==> src/rtl/spike_frame_sequencer.sv <==
// rtl/spike_frame_sequencer.sv - double-buffered temporal-code frame sequencer with result FIFO
module spike_frame_sequencer #(
    parameter int NUM_SPIKES  = 64,
    parameter int TIME_PERIOD = 8,
    parameter int TW          = $clog2(TIME_PERIOD) + 1,
    parameter int NUM_NEURONS = 16,
    parameter int NW          = $clog2(NUM_NEURONS) + 1,
    parameter int RES_DEPTH   = 4,
    parameter int EMIT_TRAIN  = 0
) (
    input  logic                     clk,
    input  logic                     rst,
    input  logic                     in_valid,
    output logic                     in_ready,
    input  logic [NUM_SPIKES*TW-1:0] in_spike_times,
    input  logic                     in_training,
    output logic [TW-1:0]            time_val,
    output logic [NUM_SPIKES*TW-1:0] spike_times,
    output logic [NUM_SPIKES-1:0]    spike_pulse,
    output logic                     training,
    output logic                     frame_start,
    output logic                     busy,
    input  logic [NW-1:0]            layer_winner,
    input  logic [TW-1:0]            layer_out_time,
    output logic                     res_valid,
    input  logic                     res_ready,
    output logic [NW-1:0]            res_winner,
    output logic [TW-1:0]            res_out_time,
    output logic                     res_no_spike
);

    localparam int PW = (RES_DEPTH > 1) ? $clog2(RES_DEPTH) : 1;
    localparam int CW = $clog2(RES_DEPTH + 1);
    localparam int EW = NW + TW + 1;
    localparam logic [TW-1:0] LAST_T = TW'(TIME_PERIOD - 1);

    typedef enum logic [1:0] {S_IDLE, S_RUN, S_CAPTURE} state_t;

    state_t                  state, state_nxt;
    logic                    pend_full, pend_full_nxt;
    logic [NUM_SPIKES*TW-1:0] pend_times;
    logic                    pend_training;

    logic [EW-1:0]           fifo_mem [RES_DEPTH];
    logic [PW-1:0]           wr_ptr, rd_ptr;
    logic [CW-1:0]           fifo_count;
    logic [CW:0]             count_after;
    logic [EW-1:0]           head;

    logic accept, push, wr_en, pop, space_ok, promote;

    assign accept   = in_valid && in_ready;
    assign res_valid = (fifo_count != '0);
    assign pop      = res_valid && res_ready;
    assign push     = (state == S_CAPTURE) && (!training || (EMIT_TRAIN != 0));
    assign wr_en    = push && ((fifo_count != CW'(RES_DEPTH)) || pop);

    // Occupancy as it will stand after this edge; the next frame reserves its slot up front
    assign count_after = {1'b0, fifo_count} + (CW+1)'(push) - (CW+1)'(pop);
    assign space_ok    = (pend_training && (EMIT_TRAIN == 0)) || (count_after < (CW+1)'(RES_DEPTH));
    assign promote     = pend_full && space_ok && ((state == S_IDLE) || (state == S_CAPTURE));
    assign pend_full_nxt = accept ? 1'b1 : (promote ? 1'b0 : pend_full);

    always_ff @(posedge clk or posedge rst) begin
        if (rst) state <= S_IDLE;
        else     state <= state_nxt;
    end

    always_comb begin
        state_nxt = state;
        case (state)
            S_IDLE:    if (promote) state_nxt = S_RUN;
            S_RUN:     if (time_val == LAST_T) state_nxt = S_CAPTURE;
            S_CAPTURE: state_nxt = promote ? S_RUN : S_IDLE;
            default:   state_nxt = S_IDLE;
        endcase
    end

    always_ff @(posedge clk or posedge rst) begin
        if (rst) begin
            pend_full     <= 1'b0;
            pend_times    <= '0;
            pend_training <= 1'b0;
            in_ready      <= 1'b0;
        end else begin
            pend_full <= pend_full_nxt;
            in_ready  <= !pend_full_nxt;
            if (accept) begin
                pend_times    <= in_spike_times;
                pend_training <= in_training;
            end
        end
    end

    always_ff @(posedge clk or posedge rst) begin
        if (rst) begin
            spike_times <= '0;
            training    <= 1'b0;
            time_val    <= '0;
            frame_start <= 1'b0;
        end else begin
            frame_start <= promote;
            if (promote) begin
                spike_times <= pend_times;
                training    <= pend_training;
                time_val    <= '0;
            end else if (state == S_RUN) begin
                time_val <= (time_val == LAST_T) ? '0 : time_val + 1'b1;
            end
        end
    end

    always_comb begin
        spike_pulse = '0;
        for (int i = 0; i < NUM_SPIKES; i++) begin
            spike_pulse[i] = (state == S_RUN) && (spike_times[i*TW +: TW] == time_val);
        end
    end

    assign busy = (state != S_IDLE);

    always_ff @(posedge clk) begin
        if (wr_en) begin
            fifo_mem[wr_ptr] <= {layer_winner, layer_out_time,
                                 (layer_out_time >= TW'(TIME_PERIOD))};
        end
    end

    always_ff @(posedge clk or posedge rst) begin
        if (rst) begin
            wr_ptr     <= '0;
            rd_ptr     <= '0;
            fifo_count <= '0;
        end else begin
            if (wr_en) wr_ptr <= (wr_ptr == PW'(RES_DEPTH - 1)) ? '0 : wr_ptr + 1'b1;
            if (pop)   rd_ptr <= (rd_ptr == PW'(RES_DEPTH - 1)) ? '0 : rd_ptr + 1'b1;
            case ({wr_en, pop})
                2'b10:   fifo_count <= fifo_count + 1'b1;
                2'b01:   fifo_count <= fifo_count - 1'b1;
                default: fifo_count <= fifo_count;
            endcase
        end
    end

    // Head fields read as zero while empty so nothing stale is visible after reset
    assign head         = fifo_mem[rd_ptr];
    assign res_winner   = res_valid ? head[EW-1 -: NW] : '0;
    assign res_out_time = res_valid ? head[TW:1] : '0;
    assign res_no_spike = res_valid ? head[0] : 1'b0;

endmodule
==> config.mk <==
export PLATFORM = sky130hd
export DESIGN_NAME = spike_frame_sequencer
export DESIGN_NICKNAME = d
export VERILOG_FILES = /design/src/rtl/spike_frame_sequencer.sv
export SDC_FILE = /design/constraint.sdc
export NUM_CORES = 1
export LEC_CHECK = 0
export BUFFER_PORTS_ARGS = -buffer_cell sky130_fd_sc_hd__buf_2
export CAP_MARGIN = 20
export CORE_UTILIZATION = 25
export CTS_CLUSTER_SIZE = 10
export DETAILED_ROUTE_END_ITERATION = 10
export PLACE_DENSITY = 0.48
export SLEW_MARGIN = 20
export SYNTH_ARGS = -nofsm -noshare
export SYNTH_HDL_FRONTEND = slang
export SYNTH_SLANG_ARGS = --single-unit
export TNS_END_PERCENT = 50
==> constraint.sdc <==
create_clock -name clk -period 21.7 [get_ports clk]
set_input_delay 4.34 -clock clk [delete_from_list [all_inputs] [get_ports clk]]
set_output_delay 4.34 -clock clk [all_outputs]
set_load 0.01 [all_outputs]
* After elaboration in Yosys (flattened, before gate mapping)
Memory sizes are Yosys's and may differ from the RTL's. Cells that the tools add are included.
Storage, ports and cells: bits in registers 530, bits in writable memories 40, input bits 270, output and inout bits 339, memories 1
Cells by class: add/subtract/negate cells 7, order comparisons 2, equality and inequality tests 74, mux-type cells 17, reduce and logical (&&, ||, !) cells 81
Memory list:
- fifo_mem | depth 4, bits a word 10, read ports 1, clocked after Yosys merged registers in 0, wr ports 1, line 44 | logic [EW-1:0] fifo_mem [RES_DEPTH];
Operators by type and width (number):
- == test 4 bit | 64
- logical AND 1 bit | 70
- two-way mux 4 bit | 4
- == test 2 bit (second input constant) | 4
- two-way mux 2 bit | 4
- two-way mux 1 bit | 6
- one-hot mux 2 bit (3 select lines) | 1
- one-hot mux 3 bit (2 select lines) | 1
- nonzero test 2 bit | 3
- two-way mux 5 bit | 1
- adder 2 x 1 -> 2 bit (second input constant) | 2
- adder 3 x 1 -> 4 bit | 1
- adder 4 x 1 -> 4 bit (second input constant) | 1
- == test 2 x 1 -> 1 bit (second input constant) | 2
- == test 4 x 3 -> 1 bit (second input constant) | 1
- >= comparator 4 bit (second input constant) | 1
- less-than comparator 4 x 3 -> 1 bit (second input constant) | 1
- inequality test 2 bit (second input constant) | 2
- subtractor 4 x 1 -> 4 bit | 1
- adder 3 x 1 -> 3 bit (second input constant) | 1
- logical OR 1 bit | 3
- inequality test 3 bit (second input constant) | 1
- nonzero test 3 bit | 1
- subtractor 3 x 1 -> 3 bit (second input constant) | 1
- other kinds (3) | 4

* Longest topological paths before layout
Gate-level depths: netlist of run 1.
word-level depth 11, depth in mapped cells 14

* Worst setup path after synthesis of run 1
No wires, ideal clock.
path type in2reg, start input port res_ready, end register spike_times[100], setup time 0.127 ns, data arrival time 6.554 ns, required time 21.573 ns, path slack 15.019 ns, cell stages on the path 12, buffers on the path 3, cells stage by stage nand2_1 inv_1 ha_1 inv_1 ha_1 and3b_1 or4_4 a21oi_1 buf_4 buf_8 buf_8 mux2_1
Between the ends: word-level cells in the longest chain between the ends 6
Ends and longest elaborated chain:
- from (decl) | line 26 | input logic res_ready,
- logical AND 1 bit | line 54 | assign pop = res_valid && res_ready;
- net pop | line 50 | logic accept, push, wr_en, pop, space_ok, promote;
- subtractor 4 x 1 -> 4 bit | line 59 | assign count_after = {1'b0, fifo_count} + (CW+1)'(push) - (CW+1)'(pop);
- less-than comparator 4 x 3 -> 1 bit | line 60 | assign space_ok = (pend_training && (EMIT_TRAIN == 0)) || (count_after < (CW+1)'(RES_DEPTH));
- logical OR 1 bit | line 60
- logical AND 1 bit (2 in a row) | line 61 | assign promote = pend_full && space_ok && ((state == S_IDLE) || (state == S_CAPTURE));
- to (signal assigned) | line 104 | spike_times <= pend_times;
- to (decl) | line 18 | output logic [NUM_SPIKES*TW-1:0] spike_times,
The timed path passes the listed nets, and every way through them passes these cells. A chain may end at the register's enable or synchronous reset.

* Worst setup path after layout of run 1
start input port res_ready, end register spike_times[187]
Same word-level chain as after synthesis.

==> results_dict.tcl, run 1 <==
set metrics [dict create \
    outcome "finished clean" \
    critical_path_class "primary input to flip-flop" \
    dp_worst_setup_slack_ns 13.20 \
    p_seq_share_pct 39.6 \
    antenna_found_initial 31 \
    crit-reg2reg-launch "fifo_count[2]" \
    final_cell_mix "buf_2, dfrtp_1, mux2_2, xnor2_1, mux2_1" \
    postCtsHoldBufs 0 \
    comb_power_share_pct 39.0 \
    final_util_pct 32.0 \
    crit_path_start_kind "primary input" \
    syn_nets 1965 \
    clockBufferDepth 3 \
    start_util_pct 25.3 \
    nNetsFinal 2565 \
    avgSynthCellArea_um2 14.6 \
    syn_inst 1685 \
    rows 114 \
    cp_max_fo 66 \
    first_pass_iters 4 \
    ys_warn_count 0 \
    crit_chain "buf_2 -> nand2_1 -> inv_1 -> ha_1 -> inv_1 -> ha_1 -> and3b_1 -> or4_4 -> a21oi_4 -> buf_4 -> buf_4 -> mux2_1" \
    grt_max_degree 151 \
    fin_crit_sh_pct 36.1 \
    drive_above_1_share_pct 46.5 \
    hp-start "pend_times[156]" \
    path_buf_inv 5 \
    drv_slew 0 \
    ir_worst_vdd_v 0.0000845 \
    cts_buffers 73 \
    core_area_um2 97100 \
    drc 0 \
    fin_cells 3611 \
    finalPower_mw 5.23 \
    chipWidth_um 316 \
    portBuffers 608 \
    synth.cell_area_um2 24600 \
    whs_ns 0.470 \
    grt_usage_pct 14.7 \
    fmax_ghz 0.128 \
    wl_per_cell_um 20.5 \
    worst-path-stages 12 \
    vias 15765 \
    grt_pass1_vias 17203 \
    io_pins 609 \
    internal_power_mw 3.30 \
    async_reset_ff_share_pct 93.0 \
    slowest_stage "buf_4" \
    required_ns 22.19 \
    ys_seq_area_share_pct 58.8 \
    power_leakage_nw 13.5 \
    finalClockSkew_ns 0.0295 \
    hold_end "spike_times[156]" \
    switching_power_mw 1.93 \
    cts.root.buffer_cell "clkbuf_16" \
    cts_resized 0 \
    holdPathStages 1 \
    hp-class "flip-flop to flip-flop" \
    end_kind "flip-flop" \
    finalWirelength_mm 74.0 \
    reg2reg_depth 12 \
    die_y_um 316 \
    r2r_setup_slack_ns 16.57 \
    pwr_density_cell_nw_per_um2 168 \
    hold_violations 0 \
    avgViaCountPerCell 4.37 \
    rr_endpoint "spike_times[187]" \
    cts_max_level 3 \
    fin_area_um2 31100 \
    final_common_cell "buf_2" \
    clkLatencyLatePin_ns 0.63 \
    post_cts.repair.setup_buffers 0 \
    drt-initial-drc-count 563 \
    p_clk_share_pct 21.4 \
    ant_nets 0 \
    globalRoute.totalOverflow 0 \
    dieArea_um2 99700 \
    tightestPinTransition_ns 1.40 \
    area_delta_synth_final_pct 26.4 \
    ys_seq_elements 570 \
    yosysUniqueCellTypes 39 \
    place_area_um2 28900 \
    cts_sinks 570 \
    netSwitchingFraction_pct 36.9 \
    synth_edf_count 40 \
    cts.clk_slew.worst_paths_ns 0.05 \
    synth_ff_type "dfrtp_1" \
    crit_arrival_ns 8.33 \
    crit_family "buffers and inverters" \
    place_inst 3484 \
    setup_ws_ns 13.86 \
    fin_crit_ns 7.84 \
    cp_slowest_stage_delay_ns 0.82 \
    cap_viol_max_count 0 \
    cts_tree "built" \
    rsz0062_at_grt "no" \
    grt_pass1_wl_mm 110 \
    gp_congestion 0.795 \
    fin_setup_tns_ns 0 \
    setup_viol 0 \
    dp_hpwl_mm 50.3 \
    fill_cells 9716 \
    relSlewSlack_pct 6.99 \
]
[metal layers]
layer,wire [um],track usage (%)
met1,29500,17.5
met2,36000,24.4
met3,6580,5.79
met4,1670,4.15
met5,262,0
[sequential cells by signal, indices dropped and copies added, names as in the netlist]
name	flops
rd_ptr	2
spike_times	256
frame_start	1
in_ready	1
pend_times	256
wr_ptr	2
fifo_count	3
training	1
pend_full	1
time_val	4
state	2
fifo_mem	40
pend_training	1
[final cells by class]
| type | instances | area (um2) | share of cell area, % |
|---|---|---|---|
| Clock inverter | 15 | 158 | 0.507 |
| Sequential cell | 570 | 14500 | 46.5 |
| Timing Repair Buffer | 628 | 3260 | 10.5 |
| Inverter | 12 | 52.6 | 0.169 |
| Multi-Input combinational cell | 1000 | 9540 | 30.7 |
| Tap cell | 1276 | 1600 | 5.13 |
| Clock buffer | 104 | 2010 | 6.47 |
| Antenna cell | 6 | 15.0 | 0.0483 |
[worst register-to-register path, stage by stage (launching register included)]
cell,delay [ns]
dfrtp_1,0.51
or3_1,0.59
nand2_1,0.21
inv_1,0.06
ha_1,0.22
inv_1,0.09
ha_1,0.22
and3b_1,0.19
or4_4,0.51
a21oi_4,0.36
buf_4,0.82
buf_4,0.79
mux2_1,0.43
[kinds of logic after synthesis]
group | after synthesis | share of synthesized area [%]
xor+xnor | 261 | 9.29
fa+ha+maj | 10 | 0.539
simple gates | 179 | 3.77
buf+inv | 115 | 2.60
compound gates | 26 | 0.635
mux | 524 | 24.4
flops | 570 | 58.8
[cell usage after synthesis, types with 2 or more instances]
master / instances / area share (%)
nand3_1: 65 / 1.3
buf_6: 9 / 0.41
a21oi_1: 6 / 0.12
xor2_1: 66 / 2.3
clkbuf_1: 53 / 0.81
buf_8: 11 / 0.67
buf_1: 19 / 0.29
mux2_2: 339 / 16
o22ai_1: 2 / 0.051
dfrtp_1: 530 / 54
nand2b_1: 3 / 0.076
o21ai_0: 8 / 0.16
nor3_1: 66 / 1.3
inv_1: 12 / 0.18
edfxtp_1: 40 / 4.9
mux2_1: 174 / 8.0
mux4_2: 10 / 0.91
ha_1: 9 / 0.46
xnor2_1: 195 / 6.9
buf_2: 10 / 0.20
a21o_1: 2 / 0.061
nand2_1: 11 / 0.17
a31oi_1: 3 / 0.076
and2_1: 15 / 0.38
and3b_1: 2 / 0.071
a211oi_1: 3 / 0.091
nor2b_1: 2 / 0.051
nor4_1: 3 / 0.076
nor2_1: 7 / 0.11
[how the worst max path moves through the flow]
stage / end / slack (ns) / startpoint
final: spike_times[187] / 13.86 / res_ready
after global routing: spike_times[187] / 13.70 / res_ready
after CTS: spike_pulse[34] / 13.81 / time_val[2]
after detailed placement: spike_times[187] / 13.20 / res_ready
after global placement: spike_times[92] / 13.25 / res_ready
after floorplan: fifo_count[0] / 2.55 / rst
[power by group through the flow]
| stage | logic, mW | registers (mW) | clock network [mW] |
|---|---|---|---|
| 2_1_floorplan | 1.36 | 2.01 | 0 |
| 3_3_place_gp | 2.04 | 2.07 | 0 |
| 3_5_place_dp | 2.07 | 2.10 | 0 |
| 4_1_cts | 2.08 | 2.08 | 1.17 |
| 5_1_grt | 2.23 | 2.15 | 1.21 |
| 6_report | 2.04 | 2.07 | 1.12 |
Power figures use the tool's default switching activity.
==> inputs of run 2 (changes only) <==
- PLACE_DENSITY: 0.48 -> 0.49
- clock period: 21.7 -> 6.5 ns (I/O delays scaled with it)
==> run 2 against run 1 <==
Compared with the run above: sequential cell count did not move; utilization rose by 0.075 points; via count increased by 0.20%; first-iteration DRC count fell by 7.3%; setup slack worse by 12 ns; total power grew to 3.3 times the previous value; global-route usage is 0.25 points lower; final cell count up 0.25%; combinational power increased to 3.4 times the previous value; sequential power rose to 3.3 times the previous value; count of clock-buffer cells in the layout shrank 3; critical endpoint is now spike_times[203]; largest power group is now combinational cells.
==> results_dict.tcl, run 2 (synthesis results as in run 1) <==
set metrics [dict create \
    outcome "finished clean" \
    portBuffers 608 \
    required_ns 6.98 \
    crit_family "simple AND/OR/NAND/NOR gates" \
    drive_above_1_share_pct 46.5 \
    hold_violations 0 \
    cp_max_fo 26 \
    fin_crit_sh_pct 67.0 \
    critical_path_class "flip-flop to flip-flop" \
    drt-initial-drc-count 522 \
    cap_viol_max_count 0 \
    grt_pass1_wl_mm 109 \
    ir_worst_vdd_v 0.000298 \
    pwr_density_cell_nw_per_um2 558 \
    setup_ws_ns 2.14 \
    clkLatencyLatePin_ns 0.61 \
    slowest_stage "or3_1" \
    io_pins 609 \
    die_y_um 316 \
    rows 114 \
    seq_area_um2 14500 \
    hp-start "pend_times[84]" \
    fmax_ghz 0.230 \
    post_cts.repair.setup_buffers 0 \
    cts_sinks 570 \
    vias 15797 \
    postCtsHoldBufs 0 \
    end_kind "flip-flop" \
    clockBufferDepth 3 \
    reg2reg_depth 12 \
    relSlewSlack_pct 39.4 \
    antenna_found_initial 29 \
    grt_usage_pct 14.4 \
    core_area_um2 97100 \
    crit-reg2reg-launch "fifo_count[2]" \
    holdPathStages 1 \
    wl_per_cell_um 20.0 \
    hp-class "flip-flop to flip-flop" \
    start_util_pct 25.3 \
    crit_chain "or3_1 -> nand2_1 -> inv_1 -> ha_1 -> inv_1 -> ha_1 -> and3b_1 -> or4_4 -> a21oi_4 -> buf_12 -> buf_4 -> mux2_2" \
    crit_arrival_ns 4.84 \
    grt_pass1_vias 17074 \
    cts.root.buffer_cell "clkbuf_16" \
    cts_resized 0 \
    area_delta_synth_final_pct 26.7 \
    nNetsFinal 2575 \
    drc 0 \
    final_cell_mix "buf_2, dfrtp_1, mux2_2, xnor2_1, mux2_1" \
    wl_met1_mm 29.0 \
    fin_setup_tns_ns 0 \
    path_buf_inv 4 \
    first_pass_iters 4 \
    fill_cells 9806 \
    multi_input_area_um2 9540 \
    cts_tree "built" \
    cts_max_level 3 \
    final_common_cell "buf_2" \
    final_util_pct 32.1 \
    cp_slowest_stage_delay_ns 0.58 \
    rr_endpoint "spike_times[203]" \
    globalRoute.totalOverflow 0 \
    dp_worst_setup_slack_ns 1.81 \
    cts.clk_slew.worst_paths_ns 0.05 \
    fin_crit_ns 4.36 \
    wl_met3_mm 5.71 \
    setup_viol 0 \
    finalClockSkew_ns 0.0207 \
    power_leakage_nw 13.5 \
    met2_length_mm 35.5 \
    ant_nets 0 \
    finalWirelength_mm 72.5 \
    hold_end "spike_times[84]" \
    dp_hpwl_mm 50.7 \
    chipWidth_um 316 \
    crit_path_start_kind "flip-flop" \
    cts_buffers 71 \
    rsz0062_at_grt "no" \
    grt_max_degree 138 \
    reg.largest.list "pend_times (256), spike_times (256), fifo_mem (40)" \
    dieArea_um2 99700 \
    tightestPinTransition_ns 0.910 \
    drv_slew 0 \
    gp_congestion 0.810 \
    topRoutingLayerUsed "met5" \
    avgViaCountPerCell 4.36 \
    r2r_setup_slack_ns 2.14 \
]
## run 2: how the worst max path moves through the flow
| stage | endpoint | depth (start not counted) | from |
|---|---|---|---|
| 2_1_floorplan | fifo_count[0] | 1 | rst |
| 3_3_place_gp | spike_times[197] | 12 | res_ready |
| 3_5_place_dp | spike_times[203] | 12 | res_ready |
| 4_1_cts | spike_times[203] | 12 | fifo_count[2] |
| 5_1_grt | spike_times[203] | 12 | fifo_count[2] |
| 6_report | spike_times[203] | 12 | fifo_count[2] |
## run 2: where the power goes
part	switching [mW]	internal, mW
logic	3.38	3.56
registers	1.52	5.32
clock network	1.47	2.15
total	6.37	11.0
## run 2: worst reg2reg max path, cell delays in order, from the launching register on
cell and delay, ns:
dfrtp_1 0.51, or3_1 0.58, nand2_1 0.21, inv_1 0.06, ha_1 0.22, inv_1 0.10, ha_1 0.23, and3b_1 0.19
or4_4 0.52, a21oi_4 0.50, buf_12 0.32, buf_4 0.41, mux2_2 0.38
## run 2: final cells by class
class | count | share of cell area, %
antenna | 12 | 0.0963
clock buffer | 101 | 6.25
clock inverter | 9 | 0.397
inverter | 12 | 0.156
multi-input combinational | 1000 | 30.6
sequential | 570 | 46.4
tap | 1276 | 5.12
timing repair buffer | 640 | 11.0
## run 2: layer usage
layer / vias up / global-route usage (%)
li1: 7080 / -
met1: 8054 / 17.0
met2: 480 / 24.1
met3: 145 / 5.52
met4: 38 / 4.71
met5: - / 0
## run 2: stage by stage
step                instances  hold WS [ns]  instance area, um2  power, mW
floorplan                1685         0.460               24600       11.2
global placement         3498         0.465               29100       13.8
detailed placement       3498         0.474               29100       14.0
CTS                      3608         0.486               31200       17.7
global route             3616         0.498               31200       18.6
finish                   3620         0.481               31200       17.4
